--- config.mk ---
export PLATFORM = sky130hd
export DESIGN_NAME = vram_arbiter
export DESIGN_NICKNAME = d
export VERILOG_FILES = /design/src/rtl/vram_arbiter.sv
export SDC_FILE = /design/constraint.sdc
export NUM_CORES = 1
export LEC_CHECK = 0
export ABC_AREA = 0
export BUFFER_PORTS_ARGS = -buffer_cell sky130_fd_sc_hd__clkbuf_2
export CORE_AREA = 5 5 121 123
export DETAILED_ROUTE_END_ITERATION = 8
export DIE_AREA = 0 0 126 128
export PLACE_DENSITY = 0.63
export REMOVE_ABC_BUFFERS = 1
export SETUP_SLACK_MARGIN = 0.3
export SYNTH_ARGS = -nofsm -noshare
export SYNTH_HDL_FRONTEND = slang
export SYNTH_SLANG_ARGS = --single-unit
--- constraint.sdc ---
create_clock -name clk_i -period 3.8 [get_ports clk_i]
set_input_delay 0.19 -clock clk_i [delete_from_list [all_inputs] [get_ports clk_i]]
set_output_delay 0.19 -clock clk_i [all_outputs]
set_load 0.01 [all_outputs]
--- src/rtl/vram_arbiter.sv ---
// vram_arbiter: two-master pipelined Wishbone arbiter (m0 priority) with outstanding tracking and ack watchdog
module vram_arbiter #(
    parameter int AW      = 32,
    parameter int OW      = 6,
    parameter int TIMEOUT = 255
) (
    input  logic          clk_i,
    input  logic          rst_i,
    input  logic          m0_cyc_i,
    input  logic          m0_stb_i,
    input  logic          m0_we_i,
    input  logic [3:0]    m0_sel_i,
    input  logic [AW-1:0] m0_adr_i,
    input  logic [31:0]   m0_dat_i,
    output logic [31:0]   m0_dat_o,
    output logic          m0_ack_o,
    output logic          m0_stall_o,
    output logic          m0_err_o,
    input  logic          m1_cyc_i,
    input  logic          m1_stb_i,
    input  logic          m1_we_i,
    input  logic [3:0]    m1_sel_i,
    input  logic [AW-1:0] m1_adr_i,
    input  logic [31:0]   m1_dat_i,
    output logic [31:0]   m1_dat_o,
    output logic          m1_ack_o,
    output logic          m1_stall_o,
    output logic          m1_err_o,
    output logic          s_cyc_o,
    output logic          s_stb_o,
    output logic          s_we_o,
    output logic [3:0]    s_sel_o,
    output logic [AW-1:0] s_adr_o,
    output logic [31:0]   s_dat_o,
    input  logic [31:0]   s_dat_i,
    input  logic          s_ack_i,
    input  logic          s_stall_i,
    output logic [1:0]    gnt_o
);
    localparam int TW = $clog2(TIMEOUT + 1);

    typedef enum logic [1:0] {IDLE, GNT0, GNT1, DRAIN} state_t;

    state_t        state, state_nxt;
    logic [OW-1:0] outstanding;
    logic [TW-1:0] timer;
    logic          busy, full, timeout, inc, dec, own1;

    assign busy     = outstanding != '0;
    assign full     = outstanding == '1;
    assign timeout  = timer == TW'(TIMEOUT);
    assign own1     = state == GNT1;
    assign inc      = s_stb_o & ~s_stall_i;
    assign dec      = s_ack_i & busy;
    assign m0_dat_o = s_dat_i;
    assign m1_dat_o = s_dat_i;

    // state register; reset aborts any cycle in flight without draining
    always_ff @(posedge clk_i or posedge rst_i) begin
        if (rst_i) state <= IDLE;
        else       state <= state_nxt;
    end

    // outstanding counter and watchdog; a timeout forgets every pending transfer
    always_ff @(posedge clk_i or posedge rst_i) begin
        if (rst_i) begin
            outstanding <= '0;
            timer       <= '0;
        end else if (timeout) begin
            outstanding <= '0;
            timer       <= '0;
        end else begin
            outstanding <= outstanding + OW'(inc) - OW'(dec);
            timer       <= (busy && !s_ack_i) ? timer + 1'b1 : '0;
        end
    end

    // next state and bus routing, all decoded from the registered state
    always_comb begin
        state_nxt  = state;
        gnt_o      = 2'b00;
        s_cyc_o    = 1'b0;
        s_stb_o    = 1'b0;
        s_we_o     = own1 ? m1_we_i  : m0_we_i;
        s_sel_o    = own1 ? m1_sel_i : m0_sel_i;
        s_adr_o    = own1 ? m1_adr_i : m0_adr_i;
        s_dat_o    = own1 ? m1_dat_i : m0_dat_i;
        m0_ack_o   = 1'b0;
        m1_ack_o   = 1'b0;
        m0_err_o   = 1'b0;
        m1_err_o   = 1'b0;
        m0_stall_o = 1'b1;
        m1_stall_o = 1'b1;
        case (state)
            IDLE: state_nxt = m0_cyc_i ? GNT0 : (m1_cyc_i ? GNT1 : IDLE);
            GNT0: begin
                gnt_o      = 2'b01;
                s_cyc_o    = m0_cyc_i;
                s_stb_o    = m0_cyc_i & m0_stb_i & ~full;
                m0_stall_o = s_stall_i | full;
                m0_ack_o   = dec;
                m0_err_o   = timeout;
                if (!m0_cyc_i) state_nxt = busy ? DRAIN : IDLE;
            end
            GNT1: begin
                gnt_o      = 2'b10;
                s_cyc_o    = m1_cyc_i;
                s_stb_o    = m1_cyc_i & m1_stb_i & ~full;
                m1_stall_o = s_stall_i | full;
                m1_ack_o   = dec;
                m1_err_o   = timeout;
                if (!m1_cyc_i) state_nxt = busy ? DRAIN : IDLE;
            end
            DRAIN: begin
                s_cyc_o = 1'b1;
                if (!busy || timeout) state_nxt = IDLE;
            end
            default: state_nxt = IDLE;
        endcase
    end
endmodule

# After elaboration in Yosys (flattened, before gate mapping)
# Cells that the tools add are included.
totals:
  reg_bits: 16
  latch_bits: 0
  mem_bits_rw: 0
  romBits: 0
  out_inout_bits: 143
  wordCells: 53
  memories: 0
op_classes:
  addsub: 3
  n_mul: 0
  div: 0
  order_cmp: 0
  n_eq_ne: 8
  n_shift: 0
  mux: 23
  n_bitwise: 9
  reduce_logical: 7
ops:
  columns: ["op", "n"]
  rows:
  - ["$mux 32", 2]
  - ["$mux 8", 2]
  - ["$mux 2", 6]
  - ["$add 8x1->8 const B", 1]
  - ["$eq 8x8->1 const B", 1]
  - ["$pmux 2 s4", 1]
  - ["$mux 1", 7]
  - ["$add 6x1->6", 1]
  - ["$and 1x1->1", 6]
  - ["$eq 6x6->1 const B", 1]
  - ["$mux 6", 1]
  - ["$ne 2x2->1 const B", 3]
  - ["$reduce_bool 6->1", 1]
  - ["$sub 6x1->6", 1]
  - ["$eq 2x2->1 const B", 2]
  - ["$mux 4", 1]
  - ["$pmux 2 s2", 1]
  - ["$pmux 1 s3", 1]
  - ["$reduce_and 3->1", 1]
  - ["$eq 2x1->1 const B", 1]
  - ["$logic_not 1->1", 2]
  - ["$logic_not 2->1", 1]
  - ["$not 1->1", 2]
  - ["$pmux 1 s2", 1]
  - ["3 further kinds", 3]

# Logic depth before layout (Yosys ltp)
depth:
  ltp_word: 8
  depth_mapped: 14

# Worst setup path after synthesis
# OpenSTA, ideal clock, no wires.
synth_path:
  path_type: "register to register"
  start: "register state[0]"
  end: "register outstanding[4]"
  setup_ps: 119
  t_arrival_ps: 2542
  required_time_ps: 3681
  setup_slack_ps: 1139
  path_stages_with_launch: 15
  path_buffers: 1
  path_cell_list: "dfrtp_1 inv_1 ha_1 clkbuf_1 nand3_1 o21ai_0 nand3_1 ha_1 inv_1 ha_1 fa_1 a21oi_1 o21bai_1 xnor2_1 nor2_1"
synth_via:
  elab_chain_cells: 6
synth_rtl:
  columns: ["item", "line", "source"]
  rows:
  - ["start: declaration", "44", "state_t state, state_nxt;"]
  - ["start signal: assignment", "61", "else state <= state_nxt;"]
  - ["$eq 2x2->1 / $eq 2x1->1 (equally long branches)", "94", "case (state)"]
  - ["$pmux 1 s2 (*)", "94", null]
  - ["$and 1x1->1 (*)", "53", "assign inc = s_stb_o & ~s_stall_i;"]
  - ["$add 6x1->6 (*)", "73", "outstanding <= outstanding + OW'(inc) - OW'(dec);"]
  - ["$sub 6x1->6 (*)", "73", null]
  - ["$mux 6 (*)", "69", "end else if (timeout) begin"]
  - ["end signal: assignment", "73", null]
  - ["end: declaration", "45", "logic [OW-1:0] outstanding;"]
# Mark *: on every way between the ends. The rest lies on a longest branch, timed or not.
# A chain may end at the register's enable or synchronous reset.

# Worst setup path in the final report
# Same ends and word-level chain as after synthesis.

==> impl_metrics.ini <==
[synthesis]
ys_warn_count = 0
synthCells = 257
synth-edff-count = 0
ys.flop_type = dfrtp_1
syn_area_per_cell_um2 = 9.40
synth.distinct_cells = 35
ys_ff_latch = 16
seq_area_frac_synth = 0.166
synthesis.area_um2 = 2410
async_reset_ff_frac = 1.00

[worst_hold_path]
hold_path.class = input pin to async pin

[route]
vias = 2418
routedWlPerCell_um = 19.8
drc_errors = 0
vias_per_cell = 4.09
drt_iter0_drc = 91
ant_nets = 0
drt_wl_total_um = 11700
first_pass_iters = 4

[setup_path]
critical_path_class = flop to flop
setup.worst_path.start = state[0]
r2r_cells = 13
r2r_end = outstanding[4]
r2r_start = state[0]
crit_required_ns = 3.93
end_kind = flop
crit_arrival_ns = 2.94
r2r_slack_ns = 1.0
critPathCapture = outstanding[4]
critPathMaxFanout = 34
critPathLaunchType = flop

[timing]
slew_headroom = 0.578
post-route-period-util = 0.738
finalHoldViolCount = 0
rsz0062_at_grt = false
fin_skew_ns = 0.00565
drv_slew = 0
timing.hold.ws_ns = 0.00694
period_needed_ns = 2.80
setup_viol = 0
worst_slew_pin_slew_ns = 0.633
fmax_mhz = 357

[global_routing]
antenna_found_initial = 0
grt_overflow = 0
grt_max_degree = 44
globalRouteTotalUtil = 0.132
grt_pass1_vias = 2432
busiest_layer = met2
use_met1 = 0.167
grt_use_met3 = 0.0883
grt_pass1_wl_um = 15800
grtUsageMet2 = 0.185

[power_and_ir_drop]
p_int_w = 0.00108
irDropWorstVdd_mv = 0.185
clockPowerShare = 0.104
p_sw_w = 0.000850
p_per_area_nw_per_um2 = 582
pwr-share-seq = 0.140
swShare = 0.439
share_comb_of_total_power = 0.756
p_leak_nw = 1.79

[cells_and_area]
fillerInstances = 1513
drive_gt1_frac = 0.737
diodes = 0
final_cell_mix = 224 x clkbuf_2, 70 x mux2_2, 16 x dfrtp_1, 15 x ha_1, 14 x nor2_1
final_common_cell = clkbuf_2
final_cells = 591
finalNetCount = 608
synthToLayoutAreaGrowth_pct = 37.5

[floorplanning]
io_pins = 321
die-area_um2 = 16100
row_count = 43
die_w_um = 126
start_util = 0.178
coreArea_um2 = 13600
dieHeight_um = 128

[place]
port_buffers = 224
hpwl_um = 10500
place_inst = 588
globalplace.congestion = 0.814

[clock_tree]
ctsHtreeMaxLevel = 1
post-cts-setup-buffer-count = 0
cts_hold_buf = 0
cts_resized = 0
path_clk_slew_ns = 0.05
cts.sinks = 16
cts_tree = yes
clk_latency_ns = 0.25
clockBufferDepth = 2
clockRootBuffer = clkbuf_16
cts_buffers = 3

[run_status]
outcome = finished, final reports clean

[job]
drv_cap = 0
==> critical path, cell delays in order, from the launching register on <==
cell and delay [ns]:
dfrtp_1 0.41, inv_1 0.15, ha_4 0.44, nand3_1 0.11, o21ai_0 0.13, nand3_1 0.11, ha_1 0.28, inv_1 0.04
ha_1 0.19, fa_1 0.40, a21oi_1 0.14, o21bai_1 0.09, xnor2_1 0.14, nor2_1 0.05
==> logic make-up after synthesis <==
| family | synth area share |
|---|---|
| AO/OA/AOI/OAI | 0.0352 |
| flip-flops | 0.166 |
| adder cells (fa/ha/maj) | 0.0912 |
| buffers and inverters | 0.242 |
| XOR/XNOR | 0.0326 |
| AND/OR/NAND/NOR | 0.0984 |
| multiplexers | 0.335 |
==> flip-flops by register name (all words and copies together) (netlist names) <==
register / count
outstanding: 6
state: 2
timer: 8
==> how the worst min path moves through the flow <==
stage	to	slack, ns	depth (start not counted)
after detailed placement	timer[5]	0.29	2
final	outstanding[1]	0.007	2
after global routing	timer[4]	0.08	2
after global placement	timer[5]	0.29	2
after CTS	outstanding[1]	0.04	2
after floorplan	outstanding[0]	0.10	1
==> layer usage <==
| metal | wire (um) | vias to the layer above |
|---|---|---|
| met5 | 34 | - |
| li1 | - | 1118 |
| met2 | 4920 | 182 |
| met1 | 4890 | 1098 |
| met3 | 1600 | 18 |
| met4 | 233 | 2 |
==> stage by stage <==
step | util | setup WS (ns) | area (um2) | setup TNS, ns | power, W
after floorplan | - | -0.366 | 1880 | -1.10 | 0.00123
after global placement | 0.239 | 1.03 | 3250 | 0 | 0.00174
after detailed placement | 0.239 | 0.988 | 3250 | 0 | 0.00175
after CTS | 0.245 | 0.982 | 3320 | 0 | 0.00196
after global routing | 0.245 | 0.782 | 3320 | 0 | 0.00209
final | 0.245 | 0.996 | 3320 | 0 | 0.00193
==> cell type report <==
cell class              instances  area (um2)  area share
multi-input cells             154        1440       0.434
repair buffers                225        1130       0.340
flip-flops and latches         16         400       0.121
well taps                     180         225      0.0678
clock buffers                   3        75.1      0.0226
inverters                      13        48.8      0.0147
==> power groups by stage <==
stage / registers (W) / clock network [W] / logic (W)
floorplan: 0.000262 / 0 / 0.000969
detailed placement: 0.000274 / 0 / 0.00147
global route: 0.000278 / 0.000213 / 0.00160
CTS: 0.000271 / 0.000209 / 0.00148
global placement: 0.000272 / 0 / 0.00147
finish: 0.000271 / 0.000202 / 0.00146
==> synthesized netlist by cell type (2+ instances only) <==
cell type	count	share of area
and3_1	2	0.0052
clkbuf_1	3	0.0047
o21ai_0	2	0.0041
nand3_1	5	0.010
mux2_2	70	0.33
a21oi_1	5	0.010
buf_4	65	0.20
buf_2	5	0.010
nor2_1	14	0.022
dfrtp_1	16	0.17
xor2_1	5	0.018
ha_1	16	0.083
and2_1	4	0.010
nor2b_1	3	0.0078
mux2i_1	2	0.0083
xnor2_1	4	0.015
nand2_1	6	0.0093
inv_1	13	0.020
Note: power is estimated with default switching activity, not from simulation.
